[src/rtl/sync_debounce.sv]
// Multi-channel input synchroniser with per-channel debounce filter
// and registered rise/fall strobes aligned with the debounced level.
module sync_debounce #(
   parameter int unsigned     N_CH            = 4,
   parameter int unsigned     SYNC_FF_STAGE   = 3,
   parameter int unsigned     DEBOUNCE_CYCLES = 16,
   parameter logic [N_CH-1:0] RST_VAL         = '0
) (
   input  logic            clk_i,
   input  logic            rst_ni,
   input  logic [N_CH-1:0] in_async_i,
   output logic [N_CH-1:0] out_sync_o,
   output logic [N_CH-1:0] rise_o,
   output logic [N_CH-1:0] fall_o
);

   localparam int unsigned   CW      = $clog2(DEBOUNCE_CYCLES + 1);
   localparam logic [CW-1:0] CNT_MAX = CW'(DEBOUNCE_CYCLES - 1);

   if (N_CH == 0) begin : g_bad_nch
      $error("sync_debounce: N_CH must be >= 1");
   end
   if (SYNC_FF_STAGE < 2) begin : g_bad_sync
      $error("sync_debounce: SYNC_FF_STAGE must be >= 2");
   end
   if (DEBOUNCE_CYCLES == 0) begin : g_bad_deb
      $error("sync_debounce: DEBOUNCE_CYCLES must be >= 1");
   end

   for (genvar i = 0; i < N_CH; i++) begin : g_ch
      (* ASYNC_REG = "TRUE" *)
      logic [SYNC_FF_STAGE-1:0] sync_q;
      logic [CW-1:0]            cnt_q, cnt_d;
      logic                     out_q, out_d;
      logic                     rise_q, rise_d;
      logic                     fall_q, fall_d;
      logic                     s;

      assign s = sync_q[SYNC_FF_STAGE-1];

      // Plain shift-register synchroniser, no logic between stages
      always_ff @(posedge clk_i) begin
         if (!rst_ni) begin
            sync_q <= {SYNC_FF_STAGE{RST_VAL[i]}};
         end else begin
            sync_q <= {sync_q[SYNC_FF_STAGE-2:0], in_async_i[i]};
         end
      end

      // Debounce: count mismatching cycles, commit on terminal count
      always_comb begin
         cnt_d  = '0;
         out_d  = out_q;
         rise_d = 1'b0;
         fall_d = 1'b0;
         if (s != out_q) begin
            if (cnt_q == CNT_MAX) begin
               out_d  = s;
               rise_d = s;
               fall_d = ~s;
            end else begin
               cnt_d = cnt_q + CW'(1);
            end
         end
      end

      // Filter state and strobe registers
      always_ff @(posedge clk_i) begin
         if (!rst_ni) begin
            cnt_q  <= '0;
            out_q  <= RST_VAL[i];
            rise_q <= 1'b0;
            fall_q <= 1'b0;
         end else begin
            cnt_q  <= cnt_d;
            out_q  <= out_d;
            rise_q <= rise_d;
            fall_q <= fall_d;
         end
      end

      assign out_sync_o[i] = out_q;
      assign rise_o[i]     = rise_q;
      assign fall_o[i]     = fall_q;
   end

endmodule

[config.mk]
export PLATFORM = sky130hd
export DESIGN_NAME = sync_debounce
export DESIGN_NICKNAME = d
export VERILOG_FILES = /design/src/rtl/sync_debounce.sv
export SDC_FILE = /design/constraint.sdc
export NUM_CORES = 1
export LEC_CHECK = 0
export CORE_ASPECT_RATIO = 0.9
export CORE_UTILIZATION = 26
export CTS_CLUSTER_SIZE = 40
export DETAILED_ROUTE_END_ITERATION = 8
export SYNTH_ARGS = -nofsm -noshare
export SYNTH_HDL_FRONTEND = slang
export SYNTH_SLANG_ARGS = --single-unit
[constraint.sdc]
create_clock -name clk_i -period 1.85 [get_ports clk_i]
set_clock_uncertainty 0.2 [all_clocks]
set_input_delay 0.2775 -clock clk_i [delete_from_list [all_inputs] [get_ports clk_i]]
set_output_delay 0.2775 -clock clk_i [all_outputs]
set_load 0.02 [all_outputs]
-- Word-level counts from Yosys, hierarchy flattened
Cells that the tools add are included.
- add/sub/neg operators: 4
- bitwise logic cells: 9
- eq/ne operators: 8
- reductions and logical operators: 12
- operators with widths (cell ; count):
    $add A5 B1 Y5 const B ; 4
    $eq A5 B4 Y1 const B ; 4
    $reduce_and A3 Y1 ; 4
    $reduce_or A3 Y1 ; 4
    $not A1 Y1 ; 9
    $reduce_and A2 Y1 ; 4
    $ne A1 B1 Y1 ; 4
- register bits: 44
- logic and storage cells: 53
- output and inout bits: 12
- input bits: 6

-- Logic depth before layout (Yosys ltp)
- depth after elaboration: 3
- gate-level depth with buffers: 5
- mapped depth without buffers: 5

-- Worst setup path after synthesis
No wires, ideal clock.
- path type: register to register
- start point: register g_ch[3].cnt_q[0]
- end point: register g_ch[3].cnt_q[2]
- stages on the path, launching flop included: 6
- setup time: 65 ps
- required time: 1585 ps
- arrival: 1213 ps
- buffers on the path: 0
- path slack: 372 ps
- cell sequence: dfxtp_1 -> ha_1 -> and3_1 -> ha_1 -> nand3b_1 -> nor2_1
- longest elaborated chain between the ends: 2
- elaborated cells between the ends (all ways): 3
- RTL lines (element ; line ; text):
    start, declared ; 33 ; logic [CW-1:0] cnt_q, cnt_d;
    start signal, assigned ; 75 ; cnt_q <= cnt_d;
    parallel branches: the longest is 2 deep, another holds $add A5 B1 Y5 ; n/a ;
Parallel ways; which one is timed is not known.
A chain may end at the register's enable or synchronous reset.

-- Worst setup path in the final report
- start point: register g_ch[3].out_q
- end point: output port out_sync_o[3]
- RTL lines (element ; line ; text):
    start, declared ; 34 ; logic out_q, out_d;
    start signal, assigned ; 71 ; out_q <= RST_VAL[i];
    start signal, assigned ; 76 ; out_q <= out_d;
    end, declared ; 12 ; output logic [N_CH-1:0] out_sync_o,
No word-level cell between the ends.

==> qor.log <==
[run_status] outcome finished, violations left
[run_status] violations in the final reports design-rule violations
[worst_setup_path] path type of the worst setup path reg2out
[route] routed vias/inst 3.73
[global_routing] overall overflow remaining after global route 0
[die] row count 26
[logic_synthesis] Syn. warnings 0
[logic_synthesis] cell types occupying the most area after synthesis sky130_fd_sc_hd__dfxtp_1, sky130_fd_sc_hd__ha_1, sky130_fd_sc_hd__buf_4
[sta] Sum Neg Setup Slack 0 ns
[sta] final cycle utilization of the critical path 96.7%
[die] Core Box Area 5790 sq um
[die] Total Die Area 6420 sq um
[final_layout] most used cells in the layout excluding fill and tap cells sky130_fd_sc_hd__dfxtp_1, sky130_fd_sc_hd__nor2_1, sky130_fd_sc_hd__clkdlybuf4s50_1
[route] total via count in the routed design 866
[clock_tree] clock transition at the registers of the reported paths 0.08 ns
[final_layout] total non-filler cell area in the finished layout 1860 sq um
[die] height of the die 76.1 um
[pwr] Final Total Pwr 1.71 mW
[sta] setup repair after global routing missed its margin false
[route] # DRC 4
[place] number of placed cells counting well taps 224
[place] IO Port Bufs 17
[clock_tree] clk sink count 44
[logic_synthesis] dominant combinational cell family by area after synthesis simple AND/OR/NAND/NOR gates
[clock_tree] Clock Latency Late Sink 0.29 ns
[final_layout] sequential cell area 881 sq um
[pwr] power per cell area 917 nW/um^2
[logic_synthesis] sequential-to-total area share from yosys stat 55.5%
[route] final wirelength 1.98 mm
[place] placed cell areas 1750 sq um
[job] max cap viols 0
[logic_synthesis] area share of the leading cell type in the synthesized netlist 55.5%
[route] first-pass iteration count of the detailed router 6
[final_layout] final cell utilization of the core 32.2%
[final_layout] count of filler cells inserted in the layout 610
[clock_tree] CTS tree done
[logic_synthesis] number of nets in the synthesized netlist 164
[sta] post-layout worst setup margin 0.0617 ns
[logic_synthesis] Yosys cell types 17
[global_routing] total routing usage reported by global routing 7.36%
[sta] number of endpoints failing setup at the final stage 0
[logic_synthesis] Synth Area in Compound Gates 0%
[logic_synthesis] flop and latch count out of synthesis 44
[final_layout] Final Instance Count excl. Fillers 232
[global_routing] initial antenna violation count 0
[worst_setup_path] Critical Path Start Type flop
[worst_setup_path] count of buffering cells on the critical path with inverters included 1
[sta] pin slew with the least headroom to its limit 0.231 ns
[logic_synthesis] Post-Synth Simple-Gate Area 20.5%
[worst_setup_path] WP data required 1.37 ns
[route] initial detailed-routing violation count 41
[clock_tree] Num CTS Buffers 5
[clock_tree] CTS-repair resized insts 1
[sta] final critical delay including setup and external delays 1.79 ns
[logic_synthesis] cells after synthesis 150
[route] remaining antenna violation count after routing 0
[logic_synthesis] Synth Area in XOR/XNOR 6.62%
[final_layout] final antenna diode count 0
[logic_synthesis] combined area of all synthesized cells 1590 sq um
[clock_tree] CTS Root Buffer Type sky130_fd_sc_hd__clkbuf_8
[hold_path] Hold/Removal Path Class reg2reg
[global_routing] first-pass GRT wire length 3.59 mm
[clock_tree] CTS Hold Buffers Added 0
[worst_setup_path] gate family responsible for the most delay along the worst path buffers and inverters
[worst_setup_path] CP arrival 1.31 ns
[final_layout] proportion of layout cells with a drive suffix above 1 5.56%
[sta] Peak Freq 559 MHz
[worst_setup_path] critical path fanouts, max 5
[sta] worst hold-check slack 0.230 ns
[sta] Rel. slew slack 84.5%
[die] IO Pins 18
[die] floorplan die width 84.4 um
[route] post-DR wirelength/cell 8.53 um
[global_routing] number of global-route vias before repair 797
[place] placement-stage worst setup slack 0.222 ns
[sta] final max-slew violation count 0
[worst_setup_path] biggest cell delay along the critical path 0.63 ns
[place] routability-driven placement congestion ratio 0.663
[final_layout] final layout net count 175
[pwr] Leak 0.742 nW
[sta] Final Hold Vio Count 0
[die] initial core utilization 27.4%
[clock_tree] CTS max path bufs 2
[pwr] worst vdd ir 251 uV
[final_layout] most frequent standard cell in the layout excluding fill and tap cells sky130_fd_sc_hd__dfxtp_1
[logic_synthesis] adder-cell share of the synthesized area 6.30%
[final_layout] combined area of the multi-input logic cells 571 sq um
[final_layout] Layout area overhead 17.3%
[clock_tree] H-tree Lvls 2
[logic_synthesis] mean cell area of the mapped netlist 10.6 sq um
[clock_tree] Post-CTS Setup Bufs 0
[logic_synthesis] multiplexer share of the synthesized area 2.52%
[worst_setup_path] worst-path cell with the longest stage delay sky130_fd_sc_hd__clkdlybuf4s50_1
[worst_setup_path] CP cell instances clkdlybuf4s50_1
[logic_synthesis] top cell type by total area after synthesis sky130_fd_sc_hd__dfxtp_1
[place] estimated wirelength of the detail-placed design 1.35 mm
[global_routing] pin count of the biggest net entering global routing 25
[worst_setup_path] Critical Path End Type output port
-- per-layer routing --
layer  global-route usage, %  part of all wire, %  vias up
met5                       0                    0        -
met4                    4.58                  2.6        0
met3                    3.90                  6.2        5
met2                    9.18                   37       18
met1                    9.73                   54      359
li1                        -                    -      484
-- synthesized netlist by cell type --
cell / number
sky130_fd_sc_hd__dfxtp_1: 44
sky130_fd_sc_hd__nor2_1: 20
sky130_fd_sc_hd__and2_1: 12
sky130_fd_sc_hd__buf_4: 12
sky130_fd_sc_hd__ha_1: 8
sky130_fd_sc_hd__inv_1: 8
sky130_fd_sc_hd__nor3b_1: 8
sky130_fd_sc_hd__xor2_1: 8
sky130_fd_sc_hd__and3_1: 4
sky130_fd_sc_hd__mux2i_1: 4
sky130_fd_sc_hd__nand2_1: 4
sky130_fd_sc_hd__nand3_1: 4
sky130_fd_sc_hd__nand3b_1: 4
sky130_fd_sc_hd__nor2b_1: 4
sky130_fd_sc_hd__xnor2_1: 4
sky130_fd_sc_hd__buf_2: 1
sky130_fd_sc_hd__buf_6: 1
-- power breakdown --
| part | internal [mW] | switching (mW) | total, mW |
|---|---|---|---|
| sequential | 0.958 | 0.00482 | 0.963 |
| clock | 0.399 | 0.314 | 0.713 |
| combinational | 0.0193 | 0.0124 | 0.0318 |
| total | 1.38 | 0.331 | 1.71 |
-- worst paths after layout --
path	from	end	slack (ns)	cells after the start
worst max-delay path	g_ch[3].out_q	out_sync_o[3]	0.06	1
worst min-delay path	g_ch[1].sync_q[1]	g_ch[1].sync_q[2]	0.23	1
worst min register to register	g_ch[1].sync_q[1]	g_ch[1].sync_q[2]	0.23	1
worst max register to register	g_ch[3].cnt_q[0]	g_ch[3].cnt_q[3]	0.23	5
-- kinds of logic (layout without fill, tap and decap cells) --
| group | Yosys count | count (layout) |
|---|---|---|
| fa+ha+maj | 8 | 8 |
| flops | 44 | 44 |
| simple gates | 60 | 60 |
| mux | 4 | 4 |
| xor+xnor | 12 | 12 |
| buf+inv | 22 | 34 |
-- registers in the layout, indices dropped and copies added, names as in the netlist --
| signal | count |
|---|---|
| g_ch.cnt_q | 20 |
| g_ch.rise_q | 4 |
| g_ch.fall_q | 4 |
| g_ch.out_q | 4 |
| g_ch.sync_q | 12 |
-- layout make-up --
class	instances	area share [%]
clock buffers	5	3.70
clock inverters	3	2.28
inverters	8	1.61
multi-input cells	84	30.6
flip-flops and latches	44	47.3
well taps	70	4.70
repair buffers	18	9.74
Note: power is estimated with default switching activity, not from simulation.
==> variant (same settings) <==
The parameter `DEBOUNCE_CYCLES` goes from 16 to 32.
--- a/src/rtl/sync_debounce.sv
+++ b/src/rtl/sync_debounce.sv
@@ -5,3 +5,3 @@
    parameter int unsigned     SYNC_FF_STAGE   = 3,
-   parameter int unsigned     DEBOUNCE_CYCLES = 16,
+   parameter int unsigned     DEBOUNCE_CYCLES = 32,
    parameter logic [N_CH-1:0] RST_VAL         = '0
Function: no difference found for any inputs over 10 cycles, from zero or initial values and one cycle with rst_ni low; that may be too few to reach the edited logic, so the function may still have changed.
==> variant against the original RTL <==
Worst setup slack improved by 0.0044 ns; die area increased by 11%; sequential cell count increased by 4; fmax increased by 0.25%; final area increased by 8.9%; non-clock buffer count unchanged; routed wire length increased by 28%; power decreased by 3.1%; area after synthesis increased by 11%; largest power group unchanged.
==> variant: results (changes against the original RTL) <==
\begin{tabular}{lr}
\hline
Metric & Value \\
\hline
\multicolumn{2}{l}{\textbf{Final layout}} \\
\quad Fill cells & 702 (+15\%) \\
\quad Largest registers ranked by flip-flop count & g\_ch.cnt\_q: 24 flops, g\_ch.sync\_q: 12 flops \\
\multicolumn{2}{l}{\textbf{Logic synthesis}} \\
\quad Arithmetic-cell share of the synthesized area counting full adders, half adders and majority gates & 2.84\% (-3.5 points) \\
\quad Synth top area cells & sky130\_fd\_sc\_hd\_\_dfxtp\_1 (55\%), sky130\_fd\_sc\_hd\_\_xor2\_1 (5.5\%), sky130\_fd\_sc\_hd\_\_buf\_4 (5.1\%) \\
\quad Most numerous cell types in the synthesized netlist & sky130\_fd\_sc\_hd\_\_dfxtp\_1 (48), sky130\_fd\_sc\_hd\_\_nor2\_1 (16), sky130\_fd\_sc\_hd\_\_and2\_1 (12), sky130\_fd\_sc\_hd\_\_buf\_4 (12), sky130\_fd\_sc\_hd\_\_xor2\_1 (11) \\
\quad Post-Synth XOR/XNOR Area & 7.97\% (+1.3 points) \\
\quad Cell count after synthesis & 176 (+17\%) \\
\quad Synth cell types & 28 (+11) \\
\multicolumn{2}{l}{\textbf{Power and ir drop}} \\
\quad Sequential Power & 1.05 mW (+9\%) \\
\quad Power in the clock group & 0.572 mW (-20\%) \\
\quad Leak & 0.690 nW (-7.0\%) \\
\quad Share of power burned in registers & 63.4\% (+7.0 points) \\
\quad P\_sw & 0.334 mW (+1.0\%) \\
\multicolumn{2}{l}{\textbf{Drt}} \\
\quad Average vias per placed instance & 4.05 (+8.4\%) \\
\quad DRT iter0 DRCs & 33 (-20\%) \\
\quad Total iterations of the first detailed-routing run & 4 (-2) \\
\quad Wirelength per Cell & 9.15 um (+7.3\%) \\
\multicolumn{2}{l}{\textbf{Run status}} \\
\quad Result of the run & finished, final reports clean \\
\multicolumn{2}{l}{\textbf{Global routing}} \\
\quad Wire length of the first global-routing pass & 4600 um (+28\%) \\
\quad Overall track demand over capacity in global routing & 8.68\% (+1.3 points) \\
\quad GRT met2 Usage & 13.0\% (+3.8 points) \\
\multicolumn{2}{l}{\textbf{Worst setup path}} \\
\quad Critical-path maximum fanout & 3 (-2) \\
\quad End of the worst register-to-register path & g\_ch[0].cnt\_q[3]\$\_SDFF\_PP0\_ \\
\multicolumn{2}{l}{\textbf{Timing}} \\
\quad Max transition margin & 75.7\% (-8.8 points) \\
\quad Share of the cycle needed by the critical path after routing & 96.4\% (-0.24 points) \\
\quad Worst-case hold slack & 0.236 ns (+0.00628 ns) \\
\multicolumn{2}{l}{\textbf{Hold path}} \\
\quad Hold endpoint & g\_ch[3].sync\_q[2]\$\_SDFF\_PN0\_ \\
\multicolumn{2}{l}{\textbf{Place}} \\
\quad HPWL after detailed placement & 1830 um (+36\%) \\
\hline
\end{tabular}
==> variant: cell types whose count changed after synthesis, sizes merged, moves of 5 or more <==
| cell | before | now |
|---|---|---|
| nor4 | 0 | 5 |
| nand3 | 4 | 9 |
| o21ai | 0 | 8 |
| nor3b | 8 | 2 |
| a21oi | 0 | 8 |
==> variant: cell type report <==
type / instances / area [um^2] / share of cell area, %
sequential: 48 / 961 / 47.4
timing repair buffer: 18 / 178 / 8.76
clock inverter: 1 / 5.00 / 0.247
clock buffer: 6 / 72.6 / 3.58
inverter: 4 / 15.0 / 0.740
multi-input combinational: 110 / 684 / 33.7
tap: 90 / 113 / 5.55
==> variant: cell families after synthesis <==
group,after synthesis
flip-flops,48
buffers and inverters,18
AND/OR/NAND/NOR,72
XOR/XNOR,16
adder cells (fa/ha/maj),4
AO/OA/AOI/OAI,18
==> variant: metal layers <==
metal	part of all wire [%]	routed length, um
met2	41	1040
met1	51	1310
met4	2.2	57
met5	0	0
met3	5.4	136
